`config.mk`:
```
export PLATFORM = sky130hd
export DESIGN_NAME = tree_rr_arbiter_flat
export DESIGN_NICKNAME = d
export VERILOG_FILES = /design/src/rtl/tree_rr_arbiter_pkg.sv /design/src/rtl/tree_rr_arbiter_if.sv /design/src/rtl/tree_rr_arbiter_tree_first_one.sv /design/src/rtl/tree_rr_arbiter.sv /design/src/flat_wrapper.sv
export SDC_FILE = /design/constraint.sdc
export NUM_CORES = 1
export LEC_CHECK = 0
export BUFFER_PORTS_ARGS = -buffer_cell sky130_fd_sc_hd__clkbuf_2
export CAP_MARGIN = 20
export CORE_MARGIN = 2
export CORE_UTILIZATION = 35
export DETAILED_ROUTE_END_ITERATION = 10
export GPL_TIMING_DRIVEN = 0
export PLACE_DENSITY = 0.81
export SYNTH_ARGS = -nofsm -noshare
export SYNTH_HDL_FRONTEND = slang
export SYNTH_HIERARCHICAL = 1
export SYNTH_SLANG_ARGS = --single-unit
```
`constraint.sdc`:
```
create_clock -name clk_i -period 5.7 [get_ports clk_i]
set_input_delay 0.57 -clock clk_i [delete_from_list [all_inputs] [get_ports clk_i]]
set_output_delay 0.57 -clock clk_i [all_outputs]
set_load 0.05 [all_outputs]
```
`src/rtl/tree_rr_arbiter_pkg.sv`:
```
// Shared sizing helpers for the tree round-robin arbiter.
package tree_rr_arbiter_pkg;

  // Index width for n requesters; a single requester still gets one bit.
  function automatic int unsigned idx_width(input int unsigned n);
    return (n > 32'd1) ? 32'($clog2(n)) : 32'd1;
  endfunction

  // Node count of a complete binary tree with the given number of levels.
  function automatic int unsigned tree_nodes(input int unsigned levels);
    return (32'd1 << levels) - 32'd1;
  endfunction

endpackage

```
`src/rtl/tree_rr_arbiter_if.sv`:
```
// Requester-side and downstream valid/ready bundle of the arbiter.
interface tree_rr_arbiter_if
  import tree_rr_arbiter_pkg::*;
#(
  parameter int unsigned NumIn     = 4,
  parameter int unsigned DataWidth = 32,
  parameter int unsigned IdxWidth  = idx_width(NumIn)
);

  logic [NumIn-1:0]           req_valid_i;
  logic [NumIn-1:0]           req_ready_o;
  logic [NumIn*DataWidth-1:0] req_data_i;
  logic                       out_valid_o;
  logic                       out_ready_i;
  logic [DataWidth-1:0]       out_data_o;
  logic [IdxWidth-1:0]        out_idx_o;

  // Environment side: drives requests and downstream ready.
  modport master (
    output req_valid_i, req_data_i, out_ready_i,
    input  req_ready_o, out_valid_o, out_data_o, out_idx_o
  );

  // Arbiter side.
  modport slave (
    input  req_valid_i, req_data_i, out_ready_i,
    output req_ready_o, out_valid_o, out_data_o, out_idx_o
  );

endinterface

```
`src/rtl/tree_rr_arbiter_tree_first_one.sv`:
```
// Combinational lowest-set-index search built as a binary tree.
// Node (level, l) lives at flat index 2**level-1+l; leaves past NumIn read as invalid.
module tree_first_one
  import tree_rr_arbiter_pkg::*;
#(
  parameter int unsigned NumIn     = 4,
  parameter int unsigned NumLevels = (NumIn > 1) ? $clog2(NumIn) : 1
) (
  input  logic [NumIn-1:0]     vec,
  output logic                 found,
  output logic [NumLevels-1:0] index
);

  localparam int unsigned NumNodes = tree_nodes(NumLevels);

  logic [NumNodes-1:0]  node_valid;
  logic [NumLevels-1:0] node_idx [NumNodes];

  for (genvar level = 0; level < NumLevels; level++) begin : g_level
    for (genvar l = 0; l < 2 ** level; l++) begin : g_node
      localparam int unsigned Node = 2 ** level - 1 + l;
      if (level == NumLevels - 1) begin : g_leaf
        logic lo_v;
        logic hi_v;
        if (2 * l < NumIn) begin : g_lo_real
          assign lo_v = vec[2*l];
        end else begin : g_lo_pad
          assign lo_v = 1'b0;
        end
        if (2 * l + 1 < NumIn) begin : g_hi_real
          assign hi_v = vec[2*l+1];
        end else begin : g_hi_pad
          assign hi_v = 1'b0;
        end
        assign node_valid[Node] = lo_v | hi_v;
        assign node_idx[Node]   = lo_v ? NumLevels'(2 * l) : NumLevels'(2 * l + 1);
      end else begin : g_inner
        localparam int unsigned Lc = 2 ** (level + 1) - 1 + 2 * l;
        localparam int unsigned Rc = Lc + 1;
        assign node_valid[Node] = node_valid[Lc] | node_valid[Rc];
        assign node_idx[Node]   = node_valid[Lc] ? node_idx[Lc] : node_idx[Rc];
      end
    end
  end

  assign found = node_valid[0];
  assign index = node_idx[0];

endmodule

```
`src/rtl/tree_rr_arbiter.sv`:
```
// Round-robin arbiter with grant locking under back-pressure, optional
// external priority pointer and a single-input passthrough.
module tree_rr_arbiter
  import tree_rr_arbiter_pkg::*;
#(
  parameter int unsigned NumIn     = 4,
  parameter int unsigned DataWidth = 32,
  parameter bit          ExtPrio   = 1'b0,
  parameter bit          LockIn    = 1'b1,
  parameter int unsigned IdxWidth  = idx_width(NumIn)
) (
  input logic                clk_i,
  input logic                rst_i,
  input logic                flush_i,
  input logic [IdxWidth-1:0] rr_i,
  tree_rr_arbiter_if.slave   bus
);

  if (NumIn == 1) begin : g_bypass
    logic unused_bypass;

    assign bus.out_valid_o = ~rst_i & bus.req_valid_i[0];
    assign bus.req_ready_o = ~rst_i & bus.out_ready_i;
    assign bus.out_data_o  = rst_i ? '0 : bus.req_data_i;
    assign bus.out_idx_o   = '0;
    assign unused_bypass   = ^{clk_i, flush_i, rr_i};

  end else begin : g_arb
    localparam int unsigned NumLevels = $clog2(NumIn);
    localparam int unsigned NumPad    = 2 ** IdxWidth;

    logic [IdxWidth-1:0]  rr_q, rr_d;
    logic                 lock_q, lock_d;
    logic [IdxWidth-1:0]  lock_idx_q, lock_idx_d;

    logic [IdxWidth-1:0]  ptr_raw, ptr;
    logic [NumIn-1:0]     masked;
    logic                 m_found, r_found;
    logic [IdxWidth-1:0]  m_idx, r_idx;
    logic [NumPad-1:0]    valid_ext;
    logic [IdxWidth-1:0]  win;
    logic                 grant_valid;
    logic                 handshake;
    logic [DataWidth-1:0] data_sel;
    logic [NumIn-1:0]     ready_vec;

    assign ptr_raw   = ExtPrio ? rr_i : rr_q;
    assign ptr       = (32'(ptr_raw) >= NumIn) ? '0 : ptr_raw;
    assign valid_ext = NumPad'(bus.req_valid_i);

    // Requests at or after the priority pointer.
    always_comb begin
      masked = '0;
      for (int unsigned k = 0; k < NumIn; k++) begin
        masked[k] = bus.req_valid_i[k] & (k >= 32'(ptr));
      end
    end

    tree_first_one #(.NumIn(NumIn), .NumLevels(NumLevels)) u_masked (
      .vec   (masked),
      .found (m_found),
      .index (m_idx)
    );

    tree_first_one #(.NumIn(NumIn), .NumLevels(NumLevels)) u_raw (
      .vec   (bus.req_valid_i),
      .found (r_found),
      .index (r_idx)
    );

    // Winner selection and handshake outputs; a held lock overrides the search.
    always_comb begin
      win         = m_found ? m_idx : r_idx;
      grant_valid = r_found;
      if (lock_q) begin
        win         = lock_idx_q;
        grant_valid = valid_ext[lock_idx_q];
      end
      if (rst_i) begin
        grant_valid = 1'b0;
      end
      handshake = grant_valid & bus.out_ready_i;
      data_sel  = '0;
      ready_vec = '0;
      for (int unsigned k = 0; k < NumIn; k++) begin
        if (IdxWidth'(k) == win) begin
          data_sel     = bus.req_data_i[k*DataWidth +: DataWidth];
          ready_vec[k] = handshake;
        end
      end
    end

    assign bus.out_valid_o = grant_valid;
    assign bus.out_idx_o   = grant_valid ? win : '0;
    assign bus.out_data_o  = grant_valid ? data_sel : '0;
    assign bus.req_ready_o = ready_vec;

    // Pointer advance, lock capture/release; flush clears everything.
    always_comb begin
      rr_d       = rr_q;
      lock_d     = lock_q;
      lock_idx_d = lock_idx_q;
      if (!ExtPrio && handshake) begin
        rr_d = (32'(win) == NumIn - 1) ? '0 : win + IdxWidth'(1);
      end
      if (LockIn) begin
        if (handshake || !grant_valid) begin
          lock_d = 1'b0;
        end else begin
          lock_d     = 1'b1;
          lock_idx_d = win;
        end
      end
      if (flush_i) begin
        rr_d       = '0;
        lock_d     = 1'b0;
        lock_idx_d = '0;
      end
    end

    // State register with synchronous reset.
    always_ff @(posedge clk_i) begin
      if (rst_i) begin
        rr_q       <= '0;
        lock_q     <= 1'b0;
        lock_idx_q <= '0;
      end else begin
        rr_q       <= rr_d;
        lock_q     <= lock_d;
        lock_idx_q <= lock_idx_d;
      end
    end

    // A locked requester must keep its request up until the handshake.
    lock_hold_a : assert property (@(posedge clk_i) disable iff (rst_i)
                                   lock_q |-> valid_ext[lock_idx_q]);
  end

endmodule

```
`src/flat_wrapper.sv`:
```
// flat-port wrapper written by rule: the top's interface ports become plain ports
module tree_rr_arbiter_flat import tree_rr_arbiter_pkg::*;
#(
  parameter int unsigned NumIn     = 4,
  parameter int unsigned DataWidth = 32,
  parameter bit          ExtPrio   = 1'b0,
  parameter bit          LockIn    = 1'b1,
  parameter int unsigned IdxWidth  = idx_width(NumIn)
)
  (clk_i, rst_i, flush_i, rr_i, bus_req_valid_i, bus_req_data_i, bus_out_ready_i, bus_req_ready_o, bus_out_valid_o, bus_out_data_o, bus_out_idx_o);
  tree_rr_arbiter_if #(.NumIn(NumIn), .DataWidth(DataWidth), .IdxWidth(IdxWidth)) bus_i ();
  input logic clk_i;
  input logic rst_i;
  input logic flush_i;
  input logic [IdxWidth-1:0] rr_i;
  input wire logic [$bits(bus_i.req_valid_i)-1:0] bus_req_valid_i;
  input wire logic [$bits(bus_i.req_data_i)-1:0] bus_req_data_i;
  input wire logic [$bits(bus_i.out_ready_i)-1:0] bus_out_ready_i;
  output wire logic [$bits(bus_i.req_ready_o)-1:0] bus_req_ready_o;
  output wire logic [$bits(bus_i.out_valid_o)-1:0] bus_out_valid_o;
  output wire logic [$bits(bus_i.out_data_o)-1:0] bus_out_data_o;
  output wire logic [$bits(bus_i.out_idx_o)-1:0] bus_out_idx_o;
  assign bus_i.req_valid_i = bus_req_valid_i;
  assign bus_i.req_data_i = bus_req_data_i;
  assign bus_i.out_ready_i = bus_out_ready_i;
  assign bus_req_ready_o = bus_i.req_ready_o;
  assign bus_out_valid_o = bus_i.out_valid_o;
  assign bus_out_data_o = bus_i.out_data_o;
  assign bus_out_idx_o = bus_i.out_idx_o;
  tree_rr_arbiter #(.NumIn(NumIn), .DataWidth(DataWidth), .ExtPrio(ExtPrio), .LockIn(LockIn), .IdxWidth(IdxWidth)) u_core (.clk_i(clk_i), .rst_i(rst_i), .flush_i(flush_i), .rr_i(rr_i), .bus(bus_i));
endmodule
```
After elaboration in Yosys (flattened, before gate mapping). Cells that the tools add are included.

Flip-flop bits (word level): 5. Input bits: 138. Output and inout bits: 39. Word-level logic and storage cells: 50.

$add $sub $neg: 1. Magnitude comparators: 4. Equality and inequality tests: 4. Mux-type cells: 24. Bitwise logic cells: 10. Reduce and logical (&&, ||, !) cells: 4.

Operators by type and width (count): 32-bit two-way mux (5); 1-bit two-way mux (12); 2-bit two-way mux (6); 1-bit bitwise OR (6); 1-bit AND (4); 2-bit equality test, first input constant (2); 1-bit by 2-bit greater-or-equal comparator with 1-bit output, first input constant (2); 2-bit by 3-bit < comparator with 1-bit output, second input constant (1); 2-bit by 1-bit adder with 2-bit output, second input constant (1); 1-bit binary-select mux with 2-bit select (1); 1-bit by 2-bit equality test with 1-bit output, first input constant (1); 2-bit equality test, second input constant (1); 2-bit greater-or-equal comparator, first input constant (1); 2-bit zero test (1); 2-bit OR reduction (1); 1-bit zero test (1); 1-bit logical OR (1).

Depth between registers and ports, before layout. Gate-level depths: netlist of run 1.

Word-level depth: 12. Gate-level depth with buffers: 14.

Cells and area by module. The synthesis of run 1 kept the hierarchy.

Modules (own cells, without submodules): tree_rr_arbiter (instances 1, cells an instance 236, area each 1615.3 um^2, sequential area each 100.1 um^2); tree_first_one (instances 2, cells an instance 5, area each 22.5 um^2, sequential area each 0.0 um^2).

Worst setup path after synthesis of run 1. No wires, ideal clock.

Kind: input to output. From: input port bus_req_valid_i[0]. To: output port bus_out_data_o[3]. Arrival time: 3.793 ns. Data required time: 5.130 ns. Setup slack: 1.337 ns. Cell stages on the path: 13. Buffers on the path: 2. Cell sequence: nor3b_1 nor2_2 nand2_1 mux2_2 o21ai_0 inv_1 ha_1 clkbuf_1 nor2b_1 buf_2 a221oi_1 a211o_1 a21oi_1.

Word-level cells in the longest chain between the ends: 11.

Ends and longest elaborated chain: from (decl) (line flat_wrapper.sv:16) `input wire logic [$bits(bus_i.req_valid_i)-1:0] bus_req_valid_i;`; 1-bit AND (*) (line tree_rr_arbiter.sv:55) `masked[k] = bus.req_valid_i[k] & (k >= 32'(ptr));`; 1-bit bitwise OR (*) (line tree_rr_arbiter_tree_first_one.sv:35) `assign node_valid[Node] = lo_v | hi_v;`; 2-bit two-way mux (*) (line tree_rr_arbiter_tree_first_one.sv:41) `assign node_idx[Node] = node_valid[Lc] ? node_idx[Lc] : node_idx[Rc];`; named net u_core.g_arb.m_idx[1] (line tree_rr_arbiter.sv:39) `logic [IdxWidth-1:0] m_idx, r_idx;`; 2-bit two-way mux (*) (line tree_rr_arbiter.sv:73) `win = m_found ? m_idx : r_idx;`; 2-bit two-way mux (*) (line tree_rr_arbiter.sv:75) `if (lock_q) begin`; 2-bit zero test (line tree_rr_arbiter.sv:86) `if (IdxWidth'(k) == win) begin`; 32-bit two-way mux (3 in series) (line tree_rr_arbiter.sv:86); 32-bit two-way mux (*) (line tree_rr_arbiter.sv:86); 32-bit two-way mux (*) (line tree_rr_arbiter.sv:95) `assign bus.out_data_o = grant_valid ? data_sel : '0;`; to (decl) (line flat_wrapper.sv:21) `output wire logic [$bits(bus_i.out_data_o)-1:0] bus_out_data_o;`.

Mark *: on every way through the listed nets, which the timed path passes. The rest lies on a longest branch. The select of a mux whose other input is x is not followed.

Worst setup path after layout of run 1.
From: input port bus_req_valid_i[0]. To: output port bus_out_data_o[4].

Word-level cells in the longest chain between the ends: 11.

Ends and longest elaborated chain: 1-bit AND (*) (line tree_rr_arbiter.sv:55); named net u_core.g_arb.masked[0] (line tree_rr_arbiter.sv:37) `logic [NumIn-1:0] masked;`; 1-bit bitwise OR (*) (line tree_rr_arbiter_tree_first_one.sv:35); 2-bit two-way mux (*) (line tree_rr_arbiter_tree_first_one.sv:41); named net u_core.g_arb.m_idx[1] (line tree_rr_arbiter.sv:39); 2-bit two-way mux (*) (line tree_rr_arbiter.sv:73); 2-bit two-way mux (*) (line tree_rr_arbiter.sv:75); 2-bit zero test (line tree_rr_arbiter.sv:86); 32-bit two-way mux (3 in series) (line tree_rr_arbiter.sv:86); 32-bit two-way mux (*) (line tree_rr_arbiter.sv:86); 32-bit two-way mux (*) (line tree_rr_arbiter.sv:95).

Marked as above.

==> results of run 1 <==
[layer usage]
layer	up-vias	global-route usage	part of all wire
met4	0	0.0679	0.0035
met1	1115	0.282	0.41
met3	2	0.0262	0.063
met5	-	0	0
li1	1255	-	-
met2	119	0.431	0.53
[through the flow]
| step | std cells | setup WS (ps) | power (uW) |
|---|---|---|---|
| final | 478 | 864 | 481 |
| after global routing | 478 | 534 | 511 |
| after CTS | 478 | 834 | 482 |
| after detailed placement | 474 | 849 | 415 |
| after global placement | 474 | 955 | 411 |
| after floorplan | 246 | 1340 | 309 |
[sequential cells by signal (all words and copies together) (netlist names)]
register,count
u_core/g_arb.lock_idx_q,2
u_core/g_arb.lock_q,1
u_core/g_arb.ptr,2
[Yosys cell counts, types with 2 or more instances]
| library cell | number |
|---|---|
| and2_1 | 4 |
| mux2i_1 | 5 |
| buf_6 | 4 |
| buf_2 | 3 |
| clkbuf_1 | 17 |
| a211o_1 | 31 |
| nor2b_1 | 2 |
| a21oi_1 | 11 |
| nor2_2 | 5 |
| nand2_1 | 38 |
| dfxtp_1 | 5 |
| nor2_1 | 4 |
| nand2b_1 | 2 |
| a21oi_2 | 26 |
| ha_1 | 4 |
| inv_1 | 37 |
| o21ai_0 | 3 |
| a221oi_1 | 31 |
[worst paths after layout]
kind	endpoint	slack (ps)	cells past startpoint
worst max-delay path	bus_out_data_o[4]	860	15
worst min-delay path	u_core/g_arb.ptr[0]	470	2
worst max register to register	u_core/g_arb.ptr[0]	2460	11
worst min register to register	u_core/g_arb.ptr[0]	470	2
[final cells by class]
| type | instances | area (um^2) |
|---|---|---|
| sequential | 5 | 100 |
| fill | 459 | 2020 |
| tap | 54 | 67.6 |
| multi-input combinational | 179 | 1290 |
| clock buffer | 4 | 45.0 |
| timing repair buffer | 174 | 871 |
| buffer | 25 | 128 |
| inverter | 37 | 139 |
[worst reg2reg max path: cells and delay by family (launching register included)]
kind | cells | cell delay (ps)
flip-flops | 1 | 320
AO/OA/AOI/OAI | 1 | 630
adder cells (fa/ha/maj) | 1 | 280
multiplexers | 2 | 490
buffers and inverters | 3 | 690
AND/OR/NAND/NOR | 4 | 760
[cells by family (layout without fill, tap and decap cells)]
family                     after synthesis  in the layout
buffers and inverters                   62            240
and+or+nand+nor                         62             62
DFF                                      5              5
adders and majority gates                4              4
AOI/OAI and AO/OA                      107            107
muxes                                    6              6
[power by group through the flow]
| stage | registers [uW] | logic, uW | clock network (uW) |
|---|---|---|---|
| after floorplan | 37.6 | 271 | 0 |
| final | 37.3 | 379 | 64.4 |
| after CTS | 37.3 | 379 | 65.8 |
| after global routing | 37.4 | 406 | 67.5 |
| after detailed placement | 37.8 | 377 | 0 |
| after global placement | 37.7 | 373 | 0 |
==> results_dict.tcl, run 1 <==
set metrics [dict create \
    cts_tree "yes" \
    critical-path-top-cell-by-count "clkbuf_2" \
    ys_types 32 \
    clock_skew_ps 0.587 \
    design_area_um2 2640 \
    fin_nets 567 \
    ys_seq_area_frac 0.0603 \
    synth_nets 388 \
    max_freq_mhz 207 \
    totalWireLength_mm 6.51 \
    syn_to_final_growth_pct 59.2 \
    cts_setup_buffers 0 \
    cts_root_buf "clkbuf_8" \
    cts.sinks 5 \
    drive_above_1_share 0.517 \
    first_iter_violations 172 \
    critPathTopFamily "compound AO/OA/AOI/OAI gates" \
    slew_headroom 0.465 \
    power.clock.fraction 0.134 \
    yosys.area.top_type "a211o_1" \
    fp.dieW_um 72.9 \
    postRouteAntennaNets 0 \
    cellPowerDensity_nw_per_um2 182 \
    clk_path_buf_depth 2 \
    yosys_warnings 6 \
    wl_per_cell_um 13.6 \
    gp_congestion 0.870 \
    synth-simple-area-share 0.175 \
    hold_start "u_core/g_arb.ptr[0]" \
    path_max_fanout 10 \
    ys_dominant_reg_cell "dfxtp_1" \
    slew_viol_final 0 \
    io_buffers 174 \
    fin_hold_ws_ps 471 \
    synth_top_family_by_area "compound AO/OA/AOI/OAI gates" \
    startpoint "bus_req_valid_i[0]" \
    htree_levels 1 \
    hold_violations 0 \
    synth-xor-area-share 0 \
    synthAdderAreaFrac 0.0301 \
    hold_buffers 0 \
    hpwlAfterDp_mm 5.48 \
    synth_compound_area_frac 0.537 \
    leakage_uw 0.00145 \
    numCtsBuffers 3 \
    synth-edff-count 0 \
    fin_util 0.567 \
    p_comb_frac 0.789 \
    antenna_found_initial 0 \
    hold_class "reg -> reg" \
    required_ps 5130 \
    start_util 0.356 \
    worst_pin_slew_ps 794 \
    grt_first_pass_wirelength_mm 10.1 \
    synth.cell_area_um2 1660 \
    synth_top_area_share 0.164 \
    grt_pass1_vias 2322 \
    path_buf_inv 5 \
    r2r-start "u_core/g_arb.ptr[1]" \
    syn_inst 246 \
    setup_viol 0 \
    grt_start_max_net_pins 11 \
    place_area_um2 2600 \
    tns_ps 0 \
    core_area_um2 4660 \
    crit_path_start_kind "primary input" \
    sw_frac_of_total 0.536 \
    crit_slowest_cell "o21ai_0" \
    vdd_drop_max_mv 0.113 \
    p_int_uw 223 \
    drc 0 \
    post_cts_resized 0 \
    max_stage_delay_ps 630 \
    pin_count 177 \
    first_pass_iters 4 \
    avgSynthCellArea_um2 6.75 \
    vias 2491 \
    path_cells "clkbuf_2 -> nor3b_1 -> nor2_2 -> nand2_1 -> mux2_2 -> o21ai_0 -> inv_1 -> ha_1 -> clkbuf_1 -> nor2b_1 -> buf_2 -> a221oi_1 -> a211o_1 -> a21oi_2 -> clkbuf_2" \
    die_h_um 72.9 \
    max_cap_violations 0 \
    synth.area.mux_share 0.0369 \
    crit_type "in -> out" \
    routed_via_density 5.21 \
    layout_commonest_cell "clkbuf_2" \
    power.switching_uw 258 \
    outcome "completed" \
    rsz0062_at_grt "no" \
    clk_pin_slew_ps 30 \
    rows 25 \
    fin_crit_ps 4840 \
    dieArea_um2 5310 \
    synth_area_leaders "a211o_1 (16%), a221oi_1 (16%), a21oi_2 (14%)" \
    overflow 0 \
    p_seq_frac 0.078 \
    ys_ff_latch 5 \
    final_cell_mix "clkbuf_2 (174), nand2_1 (38), inv_1 (37), a221oi_1 (31), a211o_1 (31)" \
    arrival_ps 4270 \
    antenna_cells 0 \
    fin_crit_sh 0.849 \
    grtUsageTotal 0.233 \
    async_flop_share 0 \
    end_kind "output pin" \
    clk_latency_ps 220 \
]
(Power assumes the default switching activity.)
==> run 2, diff against run 1 <==
--- a/config.mk
+++ b/config.mk
@@ -5,6 +5,7 @@
 export SDC_FILE = /design/constraint.sdc
 export NUM_CORES = 1
 export LEC_CHECK = 0
+export ABC_AREA = 1
 export BUFFER_PORTS_ARGS = -buffer_cell sky130_fd_sc_hd__clkbuf_2
 export CAP_MARGIN = 20
 export CORE_MARGIN = 2
==> constraint.sdc (replaced) <==
create_clock -name clk_i -period 4.9 [get_ports clk_i]
set_input_delay 0.49 -clock clk_i [delete_from_list [all_inputs] [get_ports clk_i]]
set_output_delay 0.49 -clock clk_i [all_outputs]
set_load 0.05 [all_outputs]
==> results_dict.tcl, run 2 <==
set metrics [dict create \
    outcome "completed" \
    antenna_cells 0 \
    crit_slowest_cell "clkbuf_1" \
    power.clock.fraction 0.120 \
    die_h_um 73.3 \
    p_seq_frac 0.070 \
    grt_first_pass_wirelength_mm 10.8 \
    cts.sinks 5 \
    slew_headroom 0.677 \
    htree_levels 1 \
    cts_tree "yes" \
    ys_seq_area_frac 0.0596 \
    ys_types 25 \
    post_cts_resized 0 \
    yosys_warnings 6 \
    rsz0062_at_grt "no" \
    crit_path_start_kind "primary input" \
    fin_nets 633 \
    synthAdderAreaFrac 0.0298 \
    synth_nets 454 \
    hpwlAfterDp_mm 5.95 \
    fillers 484 \
    max_cap_violations 0 \
    ys_ff_latch 5 \
    slew_viol_final 0 \
    synth-simple-area-share 0.332 \
    async_flop_share 0 \
    hold_buffers 0 \
    antenna_found_initial 0 \
    drc 0 \
    core_area_um2 4660 \
    drive_above_1_share 0.433 \
    clock_skew_ps 1.36 \
    tns_ps 0 \
    vias 2853 \
    fin_crit_sh 0.732 \
    syn_inst 312 \
    synth.most_common_cell "nor2_1" \
    cts_root_buf "clkbuf_8" \
    power.switching_uw 365 \
    wl_per_cell_um 13.4 \
    final_cell_mix "clkbuf_2 (174), nor2_1 (64), a21oi_1 (62), nand2_1 (41), o31ai_1 (23)" \
    first_iter_violations 176 \
    synth-xor-area-share 0 \
    p_comb_frac 0.810 \
    finalWorstSetupSlack_ps 1310 \
    path_max_fanout 10 \
    io_buffers 174 \
    synth_top_area_share 0.185 \
    arrival_ps 3100 \
    clk_pin_slew_ps 30 \
    grtUsageTotal 0.246 \
    synth.cell_area_um2 1680 \
    synth-edff-count 0 \
    ys_dominant_reg_cell "dfxtp_1" \
    end_kind "output pin" \
    avgSynthCellArea_um2 5.38 \
    routed_via_density 5.24 \
    clk_latency_ps 220 \
    hold_class "reg -> reg" \
    max_stage_delay_ps 410 \
    totalWireLength_mm 7.31 \
    first_pass_iters 5 \
    synth_area_leaders "a21oi_1 (18%), nor2_1 (14%), o31ai_1 (10%)" \
    overflow 0 \
    synthTopCellsByCount "nor2_1 (64), a21oi_1 (62), nand2_1 (41)" \
    numCtsBuffers 3 \
    rows 25 \
    pre_cts_ws_ps 1330 \
    setup_viol 0 \
    hold_violations 0 \
    grt_pass1_vias 2435 \
    layout_commonest_cell "clkbuf_2" \
    dp_cells 540 \
    vdd_drop_max_mv 0.221 \
    start_util 0.360 \
    cts_setup_buffers 0 \
    clk_path_buf_depth 2 \
    postRouteAntennaNets 0 \
    fp.dieW_um 73.3 \
    required_ps 4410 \
    crit_type "in -> out" \
    synth.area.mux_share 0 \
    gp_congestion 0.915 \
    syn_to_final_growth_pct 58.6 \
    worst_pin_slew_ps 485 \
    leakage_uw 0.00150 \
    cellPowerDensity_nw_per_um2 237 \
    fin_hold_ws_ps 553 \
    fin_crit_ps 3590 \
    fin_util 0.571 \
    max_freq_mhz 279 \
    synth_compound_area_frac 0.428 \
    pin_count 177 \
    final_cells 544 \
    yosys.area.top_type "a21oi_1" \
    dieArea_um2 5370 \
    sw_frac_of_total 0.580 \
    grt_start_max_net_pins 11 \
    path_cells "clkbuf_2 -> a21boi_0 -> nor2_1 -> nand2_1 -> inv_1 -> nand2_1 -> nand3_1 -> o21ai_1 -> inv_1 -> ha_1 -> buf_2 -> inv_2 -> clkbuf_1 -> o21ai_1 -> nor2_1 -> clkbuf_2" \
    synth_top_family_by_area "compound AO/OA/AOI/OAI gates" \
    p_int_uw 265 \
]
==> run 2: cell types whose count changed after synthesis, sizes merged, moves of 17 or more <==
cell,before,now
a21oi,37,66
nand3,0,17
inv,37,20
nor2,9,67
o31ai,0,23
o21ai,3,25
a221oi,31,0
a211o,31,0
==> run 2: cells by family after synthesis <==
family	after synthesis
buf+inv	49
fa+ha+maj	4
flops	5
simple gates	130
compound gates	124
==> run 2: critical path, delay by kind of cell <==
| kind | cells | cell delay (ps) |
|---|---|---|
| compound gates | 3 | 660 |
| buf+inv | 7 | 1310 |
| fa+ha+maj | 1 | 210 |
| simple gates | 5 | 430 |
==> run 2: final timing paths <==
kind / from / to / slack, ps / depth (start not counted)
min: u_core/g_arb.ptr[0] / u_core/g_arb.ptr[0] / 550 / 4
min reg2reg: u_core/g_arb.ptr[0] / u_core/g_arb.ptr[0] / 550 / 4
max: bus_req_valid_i[2] / bus_out_data_o[18] / 1310 / 16
max reg2reg: u_core/g_arb.ptr[1] / u_core/g_arb.ptr[0] / 2690 / 15
==> run 2: layout make-up <==
type	instances	area, um^2	share of cell area
Clock buffer	4	45.0	0.0169
Buffer	27	169	0.0634
Multi-Input combinational cell	258	1330	0.498
Sequential cell	5	100	0.0376
Tap cell	54	67.6	0.0254
Timing Repair Buffer	174	871	0.327
Inverter	22	83.8	0.0315
==> run 2: metrics by stage <==
step	power [uW]	instance area, um^2
global placement	543	2620
floorplan	407	1680
CTS	628	2660
detailed placement	549	2620
global route	674	2660
finish	630	2660
==> run 2: power by group through the flow <==
stage          combinational [uW]  sequential, uW  clock [uW]
2_1_floorplan                 363            44.0           0
3_3_place_gp                  498            44.4           0
3_5_place_dp                  505            44.5           0
4_1_cts                       506            43.9        78.1
5_1_grt                       550            44.1        79.4
6_report                      511            43.9        75.5
==> run 2: metal layers <==
layer | vias to the layer above | part of all wire | GRT usage
li1 | 1428 | - | -
met1 | 1285 | 0.39 | 0.292
met2 | 132 | 0.53 | 0.466
met3 | 8 | 0.077 | 0.0274
met4 | 0 | 0.0083 | 0.0576
met5 | - | 0 | 0
